**src/rtl/mux21_arbiter_pkg.sv**
```systemverilog
// Shared types and helpers for the mux21 round-robin arbiter.
package mux21_arbiter_pkg;

  typedef enum logic [1:0] {
    ST_IDLE   = 2'd0,
    ST_GNT0   = 2'd1,
    ST_GNT1   = 2'd2,
    ST_SWITCH = 2'd3
  } state_t;

  localparam logic [1:0] GNT_NONE = 2'b00;

  // One-hot grant vector for requester o.
  function automatic logic [1:0] gnt_vec(input logic o);
    return o ? 2'b10 : 2'b01;
  endfunction

  // Grant state belonging to requester o.
  function automatic state_t gnt_state(input logic o);
    return o ? ST_GNT1 : ST_GNT0;
  endfunction

endpackage

```
**src/rtl/mux21_arbiter_cnt.sv**
```systemverilog
// Saturating up-counter with synchronous clear and count enable.
module mux21_arb_cnt #(
  parameter int CNT_W = 4
) (
  input  logic             clk,
  input  logic             rst,
  input  logic             clr,
  input  logic             en,
  output logic [CNT_W-1:0] cnt
);

  // Clear has priority over enable; the count sticks at all-ones.
  always_ff @(posedge clk) begin
    if (rst || clr) begin
      cnt <= '0;
    end else if (en && (cnt != '1)) begin
      cnt <= cnt + 1'b1;
    end
  end

endmodule

```
**src/rtl/mux21_arbiter.sv**
```systemverilog
// Round-robin arbiter driving the select of a shared 2:1 mux, with bounded
// hold time and a dead gap on every ownership change.
module mux21_arbiter
  import mux21_arbiter_pkg::*;
#(
  parameter int MAX_HOLD   = 4,
  parameter int GAP_CYCLES = 1,
  parameter int CNT_W      = 4
) (
  input  logic       clk,
  input  logic       rst,
  input  logic [1:0] req,
  output logic [1:0] gnt,
  output logic       sel,
  output logic       busy
);

  state_t           state_q, state_d;
  logic             tgt_q, tgt_d;
  logic             last_q, last_d;
  logic             sel_d, busy_d;
  logic [1:0]       gnt_d;
  logic [CNT_W-1:0] hold_cnt, gap_cnt;
  logic             hold_clr, gap_clr;

  // Counters run on the upcoming state: entering a grant or the gap loads 1,
  // so the value seen in a state is the 1-based cycle count within it.
  assign hold_clr = !((state_d == ST_GNT0) || (state_d == ST_GNT1));
  assign gap_clr  = (state_d != ST_SWITCH);

  mux21_arb_cnt #(.CNT_W(CNT_W)) u_hold_cnt (
    .clk (clk),
    .rst (rst),
    .clr (hold_clr),
    .en  (!hold_clr),
    .cnt (hold_cnt)
  );

  mux21_arb_cnt #(.CNT_W(CNT_W)) u_gap_cnt (
    .clk (clk),
    .rst (rst),
    .clr (gap_clr),
    .en  (!gap_clr),
    .cnt (gap_cnt)
  );

  // Next-state and next-output selection.
  always_comb begin
    logic k, o, own, other, hold_hit, gap_done;
    state_d  = state_q;
    tgt_d    = tgt_q;
    last_d   = last_q;
    sel_d    = sel;
    gnt_d    = GNT_NONE;
    o        = 1'b0;
    k        = (state_q == ST_GNT1);
    own      = req[k];
    other    = req[~k];
    hold_hit = (MAX_HOLD != 0) && (hold_cnt == CNT_W'(MAX_HOLD));
    gap_done = (gap_cnt == CNT_W'(GAP_CYCLES));
    unique case (state_q)
      ST_IDLE: begin
        if (req != 2'b00) begin
          o       = (req == 2'b11) ? ~last_q : req[1];
          state_d = gnt_state(o);
          gnt_d   = gnt_vec(o);
          sel_d   = o;
          last_d  = o;
        end
      end
      ST_GNT0, ST_GNT1: begin
        if ((!own && other) || (own && other && hold_hit)) begin
          state_d = ST_SWITCH;
          tgt_d   = ~k;
          sel_d   = ~k;
        end else if (!own) begin
          state_d = ST_IDLE;
        end else begin
          gnt_d = gnt_vec(k);
        end
      end
      ST_SWITCH: begin
        if (gap_done) begin
          if (req[tgt_q] || req[~tgt_q]) begin
            o       = req[tgt_q] ? tgt_q : ~tgt_q;
            state_d = gnt_state(o);
            gnt_d   = gnt_vec(o);
            sel_d   = o;
            last_d  = o;
          end else begin
            state_d = ST_IDLE;
          end
        end
      end
      default: state_d = ST_IDLE;
    endcase
    busy_d = (state_d != ST_IDLE);
  end

  // State and registered outputs.
  always_ff @(posedge clk) begin
    if (rst) begin
      state_q <= ST_IDLE;
      tgt_q   <= 1'b0;
      last_q  <= 1'b1;
      sel     <= 1'b0;
      gnt     <= GNT_NONE;
      busy    <= 1'b0;
    end else begin
      state_q <= state_d;
      tgt_q   <= tgt_d;
      last_q  <= last_d;
      sel     <= sel_d;
      gnt     <= gnt_d;
      busy    <= busy_d;
    end
  end

endmodule

```
**config.mk**
```make
export PLATFORM = sky130hd
export DESIGN_NAME = mux21_arbiter
export DESIGN_NICKNAME = d
export VERILOG_FILES = /design/src/rtl/mux21_arbiter_pkg.sv /design/src/rtl/mux21_arbiter_cnt.sv /design/src/rtl/mux21_arbiter.sv
export SDC_FILE = /design/constraint.sdc
export NUM_CORES = 1
export LEC_CHECK = 0
export CORE_MARGIN = 1
export CORE_UTILIZATION = 60
export DETAILED_ROUTE_END_ITERATION = 16
export DONT_BUFFER_PORTS = 1
export GPL_TIMING_DRIVEN = 0
export PLACE_DENSITY = 0.76
export SETUP_SLACK_MARGIN = 0.1
export SLEW_MARGIN = 20
export SYNTH_ARGS = -nofsm -noshare
export SYNTH_HDL_FRONTEND = slang
export SYNTH_SLANG_ARGS = --single-unit
```
**constraint.sdc**
```tcl
create_clock -name clk -period 3.2 [get_ports clk]
set_input_delay 0.48 -clock clk [delete_from_list [all_inputs] [get_ports clk]]
set_output_delay 0.48 -clock clk [all_outputs]
set_load 0.01 [all_outputs]
```
-- Word-level counts from Yosys, hierarchy flattened
Index checks and enable logic that the tools add are counted.
- add/subtract/negate cells: 2
- magnitude comparators: 4
- eq/ne operators: 15
- multiplexer cells: 30
- bitwise logic cells: 3
- reductions and logical operators: 21
- operators by type and width (kind ; count):
    2-bit two-way mux ; 12
    1-bit two-way mux ; 14
    2-bit case mux with 3 select lines ; 2
    2-bit != test, second input constant ; 5
    4-bit by 1-bit adder with 4-bit output, second input constant ; 2
    2-bit equality test, second input constant ; 4
    1-bit by 2-bit less-than comparator with 1-bit output, second input constant ; 4
    4-bit != test, second input constant ; 2
    4-bit AND reduction ; 2
    2-bit nonzero test ; 3
    1-bit logical AND ; 5
    1-bit logical OR ; 5
    2-bit by 1-bit equality test with 1-bit output, second input constant ; 2
    4-bit by 1-bit equality test with 1-bit output, second input constant ; 1
    4-bit by 3-bit equality test with 1-bit output, second input constant ; 1
    1-bit zero test ; 3
    1-bit NOT ; 3
    1-bit case mux with 3 select lines ; 1
    2-bit zero test ; 1
    1-bit case mux with 2 select lines ; 1
    2-bit AND reduction ; 1
    2-bit OR reduction ; 1
- register bits after elaboration: 16
- bits of input ports: 4
- output and inout bits: 4
- logic and storage cells: 83

-- Depth between registers and ports, before layout
Gate-level depths: netlist of the first run.
- depth after elaboration: 13
- depth in mapped cells: 10
- gate-level depth less buffers: 10

-- By module
A second synthesis of the first run with hierarchy kept.
- cell total of the unflattened synthesis: 131
- area, all modules: 1153.6 µm²
- by module, submodules not included (module ; instances ; cells each ; area an instance (µm²) ; seq. area each (µm²)):
    mux21_arbiter ; 1 ; 89 ; 733.2 ; 160.2
    mux21_arb_cnt ; 2 ; 21 ; 210.2 ; 80.1

-- Worst setup path before layout of the first run
OpenSTA, ideal clock, no wires.
- path kind: register to register
- start: reg state_q[0]
- end: reg u_hold_cnt.cnt[2]
- setup time: 0.078 ns
- data arrival time: 2.402 ns
- required time: 3.122 ns
- slack: 0.720 ns
- cell stages (with the launch flop): 11
- buffers on the path: 0
- clock period less this slack: 2.480 ns
- cells stage by stage: dfxtp_1 -> inv_1 -> ha_1 -> or4b_1 -> o31ai_1 -> o21a_2 -> and3b_1 -> or2_1 -> ha_1 -> nand2b_1 -> nor3_1
- word-level cells in the longest chain between the ends: 12
- elaborated cells on any way between the ends: 25
- those cells by class: 5 x eq/ne; 9 x mux; 11 x reduce/logical
- ends and longest elaborated chain (element ; line ; source):
    start, declared ; mux21_arbiter.sv:18 ; state_t state_q, state_d;
    start signal, assigned ; mux21_arbiter.sv:110 ; state_q <= state_d;
    2-bit equality test ; mux21_arbiter.sv:56, mux21_arbiter.sv:61 ;
    1-bit two-way mux, on equally long branches (2 in series) ; mux21_arbiter.sv:57, mux21_arbiter.sv:58 ;
    1-bit zero test or 1-bit logical AND (tied branches) ; - ;
    1-bit logical AND ; mux21_arbiter.sv:72 ; if ((!own && other) || (own && other && hold_hit)) begin
    1-bit logical OR ; mux21_arbiter.sv:72 ;
    2-bit two-way mux ; mux21_arbiter.sv:72 ;
    2-bit case mux with 3 select lines * ; mux21_arbiter.sv:61 ; unique case (state_q)
    2-bit by 1-bit equality test with 1-bit output or 2-bit equality test (tied branches) ; mux21_arbiter.sv:28 ; assign hold_clr = !((state_d == ST_GNT0) || (state_d == ST_GNT1));
    1-bit logical OR * ; mux21_arbiter.sv:28 ;
    1-bit zero test ; mux21_arbiter.sv:28 ;
    1-bit logical OR ; mux21_arbiter_cnt.sv:14 ; if (rst || clr) begin
    end signal, assigned ; mux21_arbiter_cnt.sv:17 ; cnt <= cnt + 1'b1;
    end, declared ; mux21_arbiter_cnt.sv:9 ; output logic [CNT_W-1:0] cnt
Every way passes the cells marked *; elsewhere a longest branch is shown, timed or not. The select of a mux whose other input is x is not followed.
A chain may end at the register's enable or synchronous reset.

-- Worst setup path after layout of the first run
- start: reg state_q[0]
- end: reg u_hold_cnt.cnt[3]
The elaborated chain is that of the path after synthesis.

==> results of run 1 <==
kinds of logic (layout without fill, tap and decap cells):
group           after synthesis  in the layout  share of synthesized area, %
fa+ha+maj                    11             11                          13.5
buf+inv                      14             18                          5.29
mux                           4              4                          3.94
compound gates               30             30                          20.1
simple gates                 49             49                          24.0
xor+xnor                      2              2                          1.72
flops                        16             16                          31.5
metal layers:
metal	global-route usage, %	wire length, um
met5	0	0
met4	10.3	34
met1	33.2	921
met2	37.9	927
met3	7.23	140
area by class of cell:
class | count | area [um^2] | area share (%)
clock buffer | 4 | 36.3 | 3.38
multi-input combinational | 96 | 643 | 59.9
tap | 16 | 20.0 | 1.86
inverter | 9 | 33.8 | 3.15
sequential | 16 | 320 | 29.8
buffer | 5 | 20.0 | 1.86
how the worst min path moves through the flow:
stage,slack (ns),from,depth (start not counted),endpoint
detailed placement,0.54,u_gap_cnt.cnt[3],2,u_gap_cnt.cnt[2]
global placement,0.53,u_gap_cnt.cnt[3],2,u_gap_cnt.cnt[2]
floorplan,0.51,u_gap_cnt.cnt[3],2,u_gap_cnt.cnt[2]
finish,0.47,rst,2,u_hold_cnt.cnt[0]
CTS,0.46,rst,2,u_hold_cnt.cnt[0]
global route,0.46,rst,2,u_hold_cnt.cnt[0]
power by group through the flow:
stage                     combinational [uW]  sequential, uW  clock (uW)
after floorplan                          196             268           0
after CTS                                241             272         139
after global placement                   232             275           0
after global routing                     278             278         152
after detailed placement                 240             277           0
final                                    243             272         137
sequential cells by signal, indices dropped and copies added, names as in the netlist:
name            count
busy                1
tgt_q               1
u_gap_cnt.cnt       4
state_q             2
gnt                 2
last_q              1
u_hold_cnt.cnt      4
sel                 1
through the flow:
step / instance area (um^2) / std cells
floorplan: 1020 / 126
global placement: 1040 / 142
detailed placement: 1040 / 142
CTS: 1070 / 146
global route: 1070 / 146
finish: 1070 / 146
cell usage in the layout (no fill, tap or decap), types with 2 or more instances in the layout:
master	netlist	final
nand2_1	6	6
dfxtp_1	16	16
nand3_1	4	4
mux2i_1	4	4
a21oi_1	4	4
ha_1	11	11
nor3b_1	3	3
o22ai_1	2	2
nor3_1	6	6
inv_1	9	9
o21ai_0	7	7
a31oi_1	3	3
a211oi_1	3	3
clkbuf_4	0	3
clkbuf_1	4	4
nor2_1	19	19
nand2b_1	2	2
xnor2_1	2	2
critical path: stages (launching register included):
cell and delay, ns:
dfxtp_1 0.41, inv_1 0.15, ha_1 0.29, or4b_1 0.52
o31ai_1 0.10, o21a_2 0.22, and3b_1 0.20, or2_1 0.22
ha_1 0.28, nand2b_1 0.12, nor3_1 0.25
==> key figures, run 1 <==
Finish
  • Number of diodes: 0
  • Nets: 146
  • Fraction of layout cells with a size suffix above 1: roughly 6.9%
  • Fill cell count: 122
  • Layout overhead on the synthesized area: 5.54%
  • Final core utilization: 69.6%

STA
  • Worst-Margin Slew: around 0.62 ns
  • Period utilization: a little under 90%
  • Max-slew violations: 0
  • Worst slew margin relative to its limit: 58.9%
  • Final hold violation count: 0
  • Setup TNS: 0 ns
  • Max Fclk: roughly 350 MHz
  • Final WS setup: 0.353 ns
  • Crit path time final: approximately 2.8 ns
  • WHS: 0.465 ns
  • RSZ-0062 raised after global routing: false
  • Clock skew: approximately 0.0046 ns
  • Setup Viol. Count Final: 0

Clock network
  • Quantity of hold-fixing buffers added after cts: 0
  • Clock Latency Late Sink: approximately 0.29 ns
  • Clock root buffer: clkbuf_4
  • CTS tree: built
  • TritonCTS Buffers: 3
  • Setup bufs post-CTS: 0
  • CTS H-tree lvls: 1
  • Longest Clk Path Bufs: 2
  • Clk sinks: 16
  • Reg clk slew, reported paths: 0.10 ns
  • Resized cells post-CTS: 0

Place
  • GPL Wtd Cong: 0.840
  • Dpl ws: between 0.4 and 0.5 ns
  • Port Buffers: 0
  • Detailed placer's ending HPWL: 1480 um

Route
  • Vias: 901
  • Drt initial violations: 27
  • Average wire per standard cell: about 14 um
  • Post-DRT Antenna Nets: 0
  • Vias per inst: between 6 and 7
  • Drt drc: 0
  • WL final: approximately 2000 um
  • Drt first pass iters: 4

Worst setup path
  • R2R depth: 10
  • RR Endpoint: u_hold_cnt.cnt[3]
  • Critical path class: register to register
  • CP required: ~3.4 ns
  • Launch point of the worst reg-to-reg path: state_q[0]
  • Crit end category: register
  • WP data arrival: just over 3 ns
  • CP startpoint: state_q[0]
  • CP Capture Point: u_hold_cnt.cnt[3]
  • CP Max Fanout: 5
  • R2r setup slk: between 0.3 and 0.4 ns
  • Worst Setup Start Kind: register

Power and ir drop
  • Clk pwr share: roughly a fifth
  • Leak: 0.000423 uW
  • Pwr/cell area: 606 nW/um^2
  • Sequential power share: 41.7%
  • Sw Share: between 30% and 40%
  • VDD IR-drop max: approximately 380 uV
  • Pwr Total: roughly 650 uW
  • Switching power total: ~240 uW
  • Comb power frac: between 30% and 40%
  • Internal Power: 406 uW

Floorplan
  • Starting density of the core: roughly two thirds
  • Die width: between 40 and 50 um
  • Row count: 14
  • IO Pins: 8
  • Die Span Y: roughly 43 um
  • Die area: between 1500 and 2000 um^2
  • Core Area: roughly 1500 um^2

Logic synthesis
  • Largest cells by area after synthesis: dfxtp_1 (31%), ha_1 (14%), nor2_1 (7.0%)
  • Sequential element share of the synthesized area: 31.5%
  • Most common library cells after synthesis: nor2_1 (19), dfxtp_1 (16), ha_1 (11), inv_1 (9), o21ai_0 (7)
  • Mapped cell area: around 1000 um^2
  • FF+latch count, synth: 16
  • Largest area contributor in the netlist: dfxtp_1
  • Post-Synthesis Cells: around 130
  • Post-synth EDFFs: 0
  • Synth warnings: 0
  • Most common cell in the synthesized netlist: nor2_1
  • Total nets after synthesis: roughly 140
  • Unique masters post-synth: 38
  • Top cell type's share of synthesized area: 31.5%
  • Synthesized area per cell: 8.07 um^2
  • Top FF cell, synth: dfxtp_1
  • Async set-or-reset flop fraction in the synthesized netlist: 0%

Global routing
  • Vias in the first global route: roughly 800
  • First-pass GRT wire length: 3480 um
  • Gr usage total: about a quarter
  • Largest net degree at the start of global routing: 11
  • Initial antenna violation count: 0
  • Gr ovfl total: 0

Min path
  • HP Class: input port to register

Job
  • Max-Cap Viols: 0

Outcome
  • Outcome: finished clean
(Power assumes the default switching activity.)
==> run 2, diff against run 1 <==
GPL_ROUTABILITY_DRIVEN = 0   (was default)
==> results of run 2 <==
Same layout as run 1: the final DEF is identical, and so are final timing and power.
==> run 3, diff against run 2 <==
ABC_AREA = 1   (was default)
CORE_MARGIN = 2   (was 1)
==> run 3 against run 2 <==
  * Fmax increased by 26%
  * Final cell count rose by 17%
  * Synthesized cell count rose by 20%
  * Combinational power is 6% higher
  * Clock skew is 0.0024 ns lower
  * Core utilization fell by 4.4 points
  * Critical path depth grew 2
==> key figures, run 3 <==
Outcome
  • Outcome: finished clean (unchanged)

STA
  • WHS: 0.256 ns (was 0.465 ns)
  • Setup Viol. Count Final: 0 (unchanged)
  • Max Fclk: 443 MHz (was 351 MHz)
  • Clock skew: 0.00217 ns (was 0.00462 ns)
  • RSZ-0062 raised after global routing: false (unchanged)
  • Period utilization: 70.6% (was 89.0%)
  • Final hold violation count: 0 (unchanged)
  • Worst slew margin relative to its limit: 66.8% (was 58.9%)
  • Worst-Margin Slew: 0.492 ns (was 0.616 ns)
  • Crit path time final: 2.26 ns (was 2.85 ns)
  • Max-slew violations: 0 (unchanged)
  • Setup TNS: 0 ns (unchanged)

Worst setup path
  • Crit end category: register (unchanged)
  • CP Max Fanout: 8 (was 5)
  • R2R depth: 12 (was 10)
  • Worst Setup Start Kind: register (unchanged)
  • Critical path class: register to register (unchanged)
  • CP required: 3.41 ns (about the same)
  • WP data arrival: 2.47 ns (was 3.05 ns)

Finish
  • Commonest non-fill, non-tap cells in the layout: nand2_1 (35), inv_1 (23), dfxtp_1 (16), ha_1 (11) (was nor2_1 (19), dfxtp_1 (16), ha_1 (11), inv_1 (9), o21ai_0 (7))
  • Fraction of layout cells with a size suffix above 1: 13.0% (was 6.92%)
  • Number of diodes: 0 (unchanged)
  • Regs by FF count: u_gap_cnt.cnt (4), u_hold_cnt.cnt (4) (unchanged)
  • Nets: 171 (was 146)
  • Layout overhead on the synthesized area: 4.14% (was 5.54%)
  • Commonest non-fill, non-tap cell in the layout: nand2_1 (was nor2_1)

Logic synthesis
  • Total nets after synthesis: 166 (was 141)
  • Largest cells by area after synthesis: dfxtp_1 (30%), ha_1 (13%), nand2_1 (12%) (was dfxtp_1 (31%), ha_1 (14%), nor2_1 (7.0%))
  • Synthesized area per cell: 7.01 um^2 (was 8.07 um^2)
  • Mux contribution to synthesized area: 0% (was 3.94%)
  • Most common library cells after synthesis: nand2_1 (35), inv_1 (23), dfxtp_1 (16), ha_1 (11) (was nor2_1 (19), dfxtp_1 (16), ha_1 (11), inv_1 (9), o21ai_0 (7))
  • Sequential element share of the synthesized area: 30.3% (was 31.5%)
  • Top FF cell, synth: dfxtp_1 (unchanged)
  • Unique masters post-synth: 24 (was 38)
  • Async set-or-reset flop fraction in the synthesized netlist: 0% (unchanged)
  • Largest family of logic cells by synthesized area: simple AND/OR/NAND/NOR gates (unchanged)
  • Mapped cell area: 1060 um^2 (was 1020 um^2)
  • Post-synth EDFFs: 0 (unchanged)
  • Synth Area in XOR/XNOR: 0% (was 1.72%)
  • Most common cell in the synthesized netlist: nand2_1 (was nor2_1)
  • Largest area contributor in the netlist: dfxtp_1 (unchanged)
  • FF+latch count, synth: 16 (unchanged)
  • Top cell type's share of synthesized area: 30.3% (was 31.5%)
  • Synth warnings: 0 (unchanged)
  • Synth Area in Simple Gates: 29.3% (was 24.0%)
  • Synth Area in Compound Gates: 17.7% (was 20.0%)
  • Post-Synthesis Cells: 151 (was 126)
  • Adder-cell share of the synthesized area: 13.0% (was 13.5%)

Clock network
  • CTS H-tree lvls: 1 (unchanged)
  • Quantity of hold-fixing buffers added after cts: 0 (unchanged)
  • Clock Latency Late Sink: 0.27 ns (was 0.29 ns)
  • Longest Clk Path Bufs: 2 (unchanged)
  • Clk sinks: 16 (unchanged)
  • Setup bufs post-CTS: 0 (unchanged)
  • Reg clk slew, reported paths: 0.08 ns (was 0.10 ns)
  • TritonCTS Buffers: 3 (unchanged)
  • Resized cells post-CTS: 0 (unchanged)
  • CTS tree: built (unchanged)
  • Clock root buffer: clkbuf_4 (unchanged)

Floorplan
  • Core Area: 1690 um^2 (was 1540 um^2)
  • Die area: 2120 um^2 (was 1860 um^2)
  • Row count: 15 (was 14)
  • Starting density of the core: 62.7% (was 66.0%)
  • Die Span Y: 46 um (was 43.2 um)
  • Die width: 46 um (was 43.2 um)
  • IO Pins: 8 (unchanged)

Power and ir drop
  • Comb power frac: 41.2% (was 37.3%)
  • Switching power total: 250 uW (was 245 uW)
  • Internal Power: 374 uW (was 406 uW)
  • Sequential power share: 42.9% (was 41.7%)
  • Sw Share: 40.0% (was 37.6%)
  • VDD IR-drop max: 327 uV (was 380 uV)
  • Pwr/cell area: 566 nW/um^2 (was 606 nW/um^2)
  • Leak: 0.000529 uW (was 0.000423 uW)
  • Clk pwr share: 15.9% (was 21.0%)

Route
  • Average wire per standard cell: 11.6 um (was 13.9 um)
  • Drt initial violations: 15 (was 27)
  • WL met2: 951 um (was 927 um)
  • WL final: 1980 um (was 2020 um)
  • Vias per inst: 5.41 (was 6.17)
  • Post-DRT Antenna Nets: 0 (unchanged)
  • Met3 routed WL: 92 um (was 140 um)
  • Vias: 925 (was 901)
  • WL met1: 928 um (was 921 um)
  • Drt first pass iters: 7 (was 4)
  • Max layer used: met4 (unchanged)
  • Drt drc: 0 (unchanged)

Global routing
  • Largest net degree at the start of global routing: 9 (was 11)
  • First-pass GRT wire length: 3260 um (was 3480 um)
  • Initial antenna violation count: 0 (unchanged)
  • Vias in the first global route: 820 (was 810)
  • Gr ovfl total: 0 (unchanged)
  • Gr usage total: 21.2% (was 25.1%)

Place
  • Port Buffers: 0 (unchanged)
  • Detailed placer's ending HPWL: 1600 um (was 1480 um)

Job
  • Max-Cap Viols: 0 (unchanged)

Min path
  • HP Class: input port to register (unchanged)
  • Hold depth: 1 (was 2)
## run 3: cell count changes in the layout (fill, tap and decap cells not counted), sizes merged, moves of 4 or more
cell	delta
inv	+17
nand3	+5
a21oi	+6
mux2i	-4
nor2	-8
nand2	+37
clkbuf	-4
## run 3: through the flow
step | instance area (um^2) | setup WS [ns] | utilization [%] | total power [uW] | cells
CTS | 1100 | 0.924 | 65.3 | 632 | 171
global placement | 1080 | 1.01 | 63.9 | 517 | 168
detailed placement | 1080 | 0.952 | 63.9 | 530 | 168
finish | 1100 | 0.941 | 65.3 | 624 | 171
global route | 1100 | 0.688 | 65.3 | 681 | 171
floorplan | 1060 | 1.26 | - | 478 | 151
## run 3: cell families (layout without fill, tap and decap cells)
family	count (synthesis)	in the layout
AOI/OAI and AO/OA	29	29
adders and majority gates	11	11
buffers and inverters	27	30
DFF	16	16
and+or+nand+nor	68	68
## run 3: per-layer routing
metal | track usage (%) | vias up
li1 | - | 492
met1 | 27.2 | 414
met2 | 37.2 | 17
met3 | 2.38 | 2
met4 | 5.14 | 0
met5 | 0 | -
## run 3: final timing paths
check / from / endpoint / slack (ns)
setup reg to reg: state_q[1] / u_hold_cnt.cnt[2] / 0.94
setup / recovery: state_q[1] / u_hold_cnt.cnt[2] / 0.94
hold / removal: rst / state_q[1] / 0.26
hold reg to reg: tgt_q / tgt_q / 0.48
## run 3: power by group through the flow
stage	clock network [uW]	registers, uW	logic, uW
finish	99.5	268	257
global route	111	273	297
CTS	105	268	259
detailed placement	0	273	257
global placement	0	271	247
floorplan	0	265	213
## run 3: area by class of cell
type | count | area [um^2]
Multi-Input combinational cell | 108 | 636
Buffer | 1 | 5.00
Sequential cell | 16 | 320
Tap cell | 17 | 21.3
Inverter | 26 | 97.6
Clock buffer | 3 | 22.5
Fill cell | 162 | 587
## run 3: worst max-delay path: stages (launching register included)
cell and delay [ns]:
dfxtp_1 0.49, inv_1 0.11, ha_1 0.38, inv_1 0.09, o21ai_0 0.17, nand2_1 0.09
nand2_2 0.09, o21bai_4 0.08, ha_1 0.31, nand2_1 0.10, inv_1 0.09, o21ai_0 0.08
a31oi_1 0.13
==> RTL change 1: new RTL, settings of run 1 <==
Reset style: asynchronous (`rst`), changed in one clocked block.
--- a/src/rtl/mux21_arbiter.sv
+++ b/src/rtl/mux21_arbiter.sv
@@ -98,7 +98,7 @@
   end
 
   // State and registered outputs.
-  always_ff @(posedge clk) begin
+  always_ff @(posedge clk or posedge rst) begin
     if (rst) begin
       state_q <= ST_IDLE;
       tgt_q   <= 1'b0;
Behaviour: differs if rst is asserted again (counterexample within 4 cycles, from zero or initial values and one cycle with rst high); with rst held inactive, the same outputs for 10 cycles.
==> RTL change 1 against run 1 <==
The run now ends with design-rule violations left; design area up 4.8%; sequential cell count unchanged; setup slack better by 0.40 ns; final cell count down 4.8%; area after synthesis up 5.0%; critical path depth down 2; clock skew up 0.0034 ns; routed wire length down 5.4%.
Power is not compared: it rests on default switching activity, and its combinational part moved more than twofold at a synthesized area within 25%.
==> RTL change 1: results (changes against run 1) <==
Synthesis
  – Synth unique cells: 41 (was 38)
  – Sequential share of the synthesized area: 33.8% (was 31.5%)
  – Top cells by area, synth: dfrtp_1 16%, dfxtp_1 15%, ha_1 13%, nand2_1 5.3%, nor2_1 4.6% (was dfxtp_1 31%, ha_1 14%, nor2_1 7.0%, mux2i_1 3.9%, o21ai_0 3.4%)
  – Avg Synthesized Cell Area: 8.98 um2 (was 8.07 um2)
  – Syn Nets: 134 (was 141)
  – Synth async-reset ratio: 50.0% (was 0%)

Critical path
  – Max incr delay on CP: 0.56 ns (was 0.52 ns)
  – Worst r2r src: state_q[0]$_DFF_PP0_ (was state_q[0]$_SDFF_PP0_)
  – Critical path arrival: 2.67 ns (was 3.05 ns)
  – Reg2Reg Setup Slack: 0.75 ns (was 0.35 ns)
  – R2r worst-path depth: 8 (was 10)
  – CP max stage cell: or4b_4 (was or4b_1)
  – R2r endpoint: u_hold_cnt.cnt[2]$_SDFFE_PP0P_ (was u_hold_cnt.cnt[3]$_SDFFE_PP0P_)

Outcome
  – Failing checks: design-rule violations
  – Status: complete, but fails checks (was completed)

Placed design
  – GP Congestion: 0.825 (was 0.840)
  – Dpl hpwl: 1450 um (was 1480 um)

Routing
  – Drt wl/cell: 13.8 um (was 13.9 um)
  – Wl on met1: 954 um (was 921 um)
  – Met2 routed WL: 910 um (was 927 um)
  – Vias per inst: 6.08 (was 6.17)
  – Drt initial violations: 19 (was 27)
  – Post-route DRC: 1 (was 0)

Timing
  – Min Hold Slack: 0.0352 ns (was 0.465 ns)
  – Clock Skew: 0.00806 ns (was 0.00462 ns)

GRT
  – First-pass GRT wire length: 3280 um (was 3480 um)
  – Vias in the first global route: 732 (was 810)

Min path
  – Hold WC Path Type: in2async (was in2reg)
[RTL change 1: cell types whose count changed after synthesis, moves of 2 or more]
cell,delta
o22ai_1,-2
dfrtp_1,+7
nor3_1,-2
mux2i_1,-2
o21ai_0,-2
nor2_1,-6
dfxtp_1,-8
clkbuf_1,-3
nand2_1,+9
[RTL change 1: worst max path at each step]
stage                     cells after the start                              to                  from
after floorplan                               8  u_hold_cnt.cnt[2]$_SDFFE_PP0P_  state_q[0]$_DFF_PP0_
after global placement                        8  u_hold_cnt.cnt[2]$_SDFFE_PP0P_  state_q[0]$_DFF_PP0_
after detailed placement                      8  u_hold_cnt.cnt[2]$_SDFFE_PP0P_  state_q[0]$_DFF_PP0_
after CTS                                     8  u_hold_cnt.cnt[2]$_SDFFE_PP0P_  state_q[0]$_DFF_PP0_
after global routing                          8  u_hold_cnt.cnt[3]$_SDFFE_PP0P_  state_q[0]$_DFF_PP0_
final                                         8  u_hold_cnt.cnt[2]$_SDFFE_PP0P_  state_q[0]$_DFF_PP0_
[RTL change 1: per-layer routing]
metal / global-route usage [%] / vias to the layer above
met5: 0 / -
met4: 9.09 / 0
met3: 2.45 / 2
met2: 37.9 / 11
met1: 29.3 / 400
li1: - / 432
[RTL change 1: cells by family (layout without fill, tap and decap cells)]
kind of cell / after synthesis / in the layout / synth area share [%]
flip-flops: 16 / 16 / 33.8
AND/OR/NAND/NOR: 45 / 45 / 20.6
buffers and inverters: 13 / 17 / 4.80
adder cells (fa/ha/maj): 11 / 11 / 12.9
AO/OA/AOI/OAI: 28 / 28 / 21.9
XOR/XNOR: 2 / 2 / 1.64
multiplexers: 4 / 4 / 4.33
[RTL change 1: power by group]
group	switching [mW]	internal, mW	total (mW)
registers	0.0714	0.274	0.345
logic	0.294	0.242	0.536
clock network	0.0666	0.0694	0.136
total	0.432	0.585	1.02
[RTL change 1: cell type report]
cell class	instances	area (um2)	share of cell area (%)
Clock buffer	4	36.3	3.23
Multi-Input combinational cell	90	656	58.3
Tap cell	16	20.0	1.78
Inverter	10	37.5	3.34
Buffer	3	13.8	1.22
Sequential cell	16	362	32.1
[RTL change 1: stage by stage]
| step | power (mW) | setup WS (ns) | utilization, % | cell area, um2 |
|---|---|---|---|---|
| after floorplan | 0.779 | 1.00 | - | 1070 |
| after global placement | 0.866 | 0.804 | 69.0 | 1090 |
| after global routing | 1.11 | 0.601 | 71.3 | 1120 |
| final | 1.02 | 0.754 | 71.3 | 1120 |
| after CTS | 1.02 | 0.737 | 71.3 | 1120 |
| after detailed placement | 0.880 | 0.753 | 69.0 | 1090 |
==> RTL change 2: new RTL, flow settings as in run 1 <==
Without the edit above. `CNT_W` is set to 4 in 2 places; all go to 6.
--- a/src/rtl/mux21_arbiter_cnt.sv
+++ b/src/rtl/mux21_arbiter_cnt.sv
@@ -1,6 +1,6 @@
 // Saturating up-counter with synchronous clear and count enable.
 module mux21_arb_cnt #(
-  parameter int CNT_W = 4
+  parameter int CNT_W = 6
 ) (
   input  logic             clk,
   input  logic             rst,
--- a/src/rtl/mux21_arbiter.sv
+++ b/src/rtl/mux21_arbiter.sv
@@ -5,7 +5,7 @@
 #(
   parameter int MAX_HOLD   = 4,
   parameter int GAP_CYCLES = 1,
-  parameter int CNT_W      = 4
+  parameter int CNT_W      = 6
 ) (
   input  logic       clk,
   input  logic       rst,
Function: same outputs for any inputs over 10 cycles, from zero or initial values and one cycle with rst high; that may be too few to reach the edited logic, so the function may still have changed.
==> RTL change 2 against run 1 <==
Sequential cell count rose by 4; design area increased by 22%; first-iteration DRC count fell by 11%; sequential share of layout area increased by 0.81 points; routed wire length increased by 12%; utilization grew 2.1 points; setup slack better by 0.16 ns; area after synthesis is 20% higher; non-clock buffer count is the same; clock skew increased by 0.0033 ns.
Power is not compared: it rests on default switching activity, and its combinational part moved more than twofold at a synthesized area within 25%.
==> RTL change 2: results (changes against run 1) <==
GRT
  – Vias in the first global route: 874 (was 810)
  – Largest net degree at the start of global routing: 13 (was 11)
  – First-pass GRT wire length: 3680 um (was 3480 um)
  – GR Util All Layers: 24.3% (was 25.1%)

Synthesis
  – Top cells by area, synth: dfxtp_1 33%, ha_1 11%, nor2_1 5.8%, inv_1 3.7%, xnor2_1 2.9% (was dfxtp_1 31%, ha_1 14%, nor2_1 7.0%, mux2i_1 3.9%, o21ai_0 3.4%)
  – Sequential share of the synthesized area: 32.8% (was 31.5%)
  – XOR/XNOR share of the synthesized area: 3.58% (was 1.72%)
  – Synth unique cells: 47 (was 38)
  – Synth cell count leaders: 20 x dfxtp_1, 19 x nor2_1, 12 x inv_1 (was 19 x nor2_1, 16 x dfxtp_1, 11 x ha_1)
  – Syn Nets: 158 (was 141)
  – Syn Inst Count: 143 (was 126)
  – Post-synthesis compound-gate area fraction: 19.9% (was 20.0%)
  – Post-synthesis adder-cell area fraction: 11.3% (was 13.5%)
  – Post-synthesis mux area share: 2.56% (was 3.94%)

Cells and area
  – Largest registers: u_gap_cnt.cnt (6), u_hold_cnt.cnt (6) (was u_gap_cnt.cnt (4), u_hold_cnt.cnt (4))
  – Final core occ: 71.8% (was 69.6%)
  – Signal buffers share of area: 2.01% (was 1.86%)
  – Logic inverters: 13 (was 9)
  – Multi-In Gates: 105 (was 96)
  – Layout cells sized above 1: 9.52% (was 6.92%)
  – Filler cell count: 147 (was 122)
  – Final std cells w/o fill: 172 (was 146)
  – Seq area share: 30.7% (was 29.8%)
  – Multi-input combinational area share: 57.2% (was 59.9%)

Clock tree
  – Reg clk slew, reported paths: 0.13 ns (was 0.10 ns)
  – Clock latency on the worst-skew pair: 0.32 ns (was 0.29 ns)
  – CTS Root Cell: clkbuf_4 (unchanged)

Timing
  – Worst-Margin Slew: 0.414 ns (was 0.616 ns)
  – Clock Skew: 0.00789 ns (was 0.00462 ns)
  – Post-layout worst setup margin: 0.513 ns (was 0.353 ns)

Critical path
  – R2r endpoint: u_hold_cnt.cnt[3]$_SDFFE_PP0P_ (unchanged)
  – R2r worst-path depth: 11 (was 10)
  – Max incr delay on CP: 0.42 ns (was 0.52 ns)
  – CP max stage cell: dfxtp_1 (was or4b_1)

Floorplan
  – Tap Count: 25 (was 16)

Placed design
  – DP Area: 1250 um2 (was 1040 um2)
  – Dpl hpwl: 1710 um (was 1480 um)
  – Place WS: 0.550 ns (was 0.416 ns)

Routing
  – Drt initial violations: 24 (was 27)
  – Detailed Route WL: 2260 um (was 2020 um)

Outcome
  – Status: completed (unchanged)
==> RTL change 2: how the worst min path moves through the flow <==
| stage | startpoint | endpoint | slack [ns] | depth (start not counted) |
|---|---|---|---|---|
| after floorplan | tgt_q$_SDFFE_PP0P_ | tgt_q$_SDFFE_PP0P_ | 0.49 | 2 |
| after global placement | tgt_q$_SDFFE_PP0P_ | tgt_q$_SDFFE_PP0P_ | 0.50 | 2 |
| after detailed placement | tgt_q$_SDFFE_PP0P_ | tgt_q$_SDFFE_PP0P_ | 0.51 | 2 |
| after CTS | req[1] | gnt[1]$_SDFF_PP0_ | 0.40 | 2 |
| after global routing | req[1] | gnt[1]$_SDFF_PP0_ | 0.40 | 2 |
| final | req[1] | gnt[1]$_SDFF_PP0_ | 0.41 | 2 |
==> RTL change 2: power breakdown <==
| group | leakage [nW] | switching (mW) | internal [mW] |
|---|---|---|---|
| sequential | 0.163 | 0.0610 | 0.310 |
| combinational | 0.318 | 0.305 | 0.221 |
| clock | 0.0279 | 0.0877 | 0.127 |
==> RTL change 2: metal layers <==
layer | wire length (um) | part of all wire [%] | track usage, % | up-vias
li1 | - | - | - | 518
met1 | 1090 | 48 | 28.5 | 453
met2 | 1050 | 47 | 42.2 | 21
met3 | 74 | 3.3 | 6.92 | 7
met4 | 40 | 1.8 | 8.57 | 0
met5 | 0 | 0 | 0 | -
==> RTL change 2: critical path, delay by kind of cell, from the launching register on <==
kind / cells / cell delay [ns]
AO/OA/AOI/OAI: 4 / 0.74
AND/OR/NAND/NOR: 3 / 0.73
adder cells (fa/ha/maj): 2 / 0.57
flip-flops: 1 / 0.42
buffers and inverters: 2 / 0.17
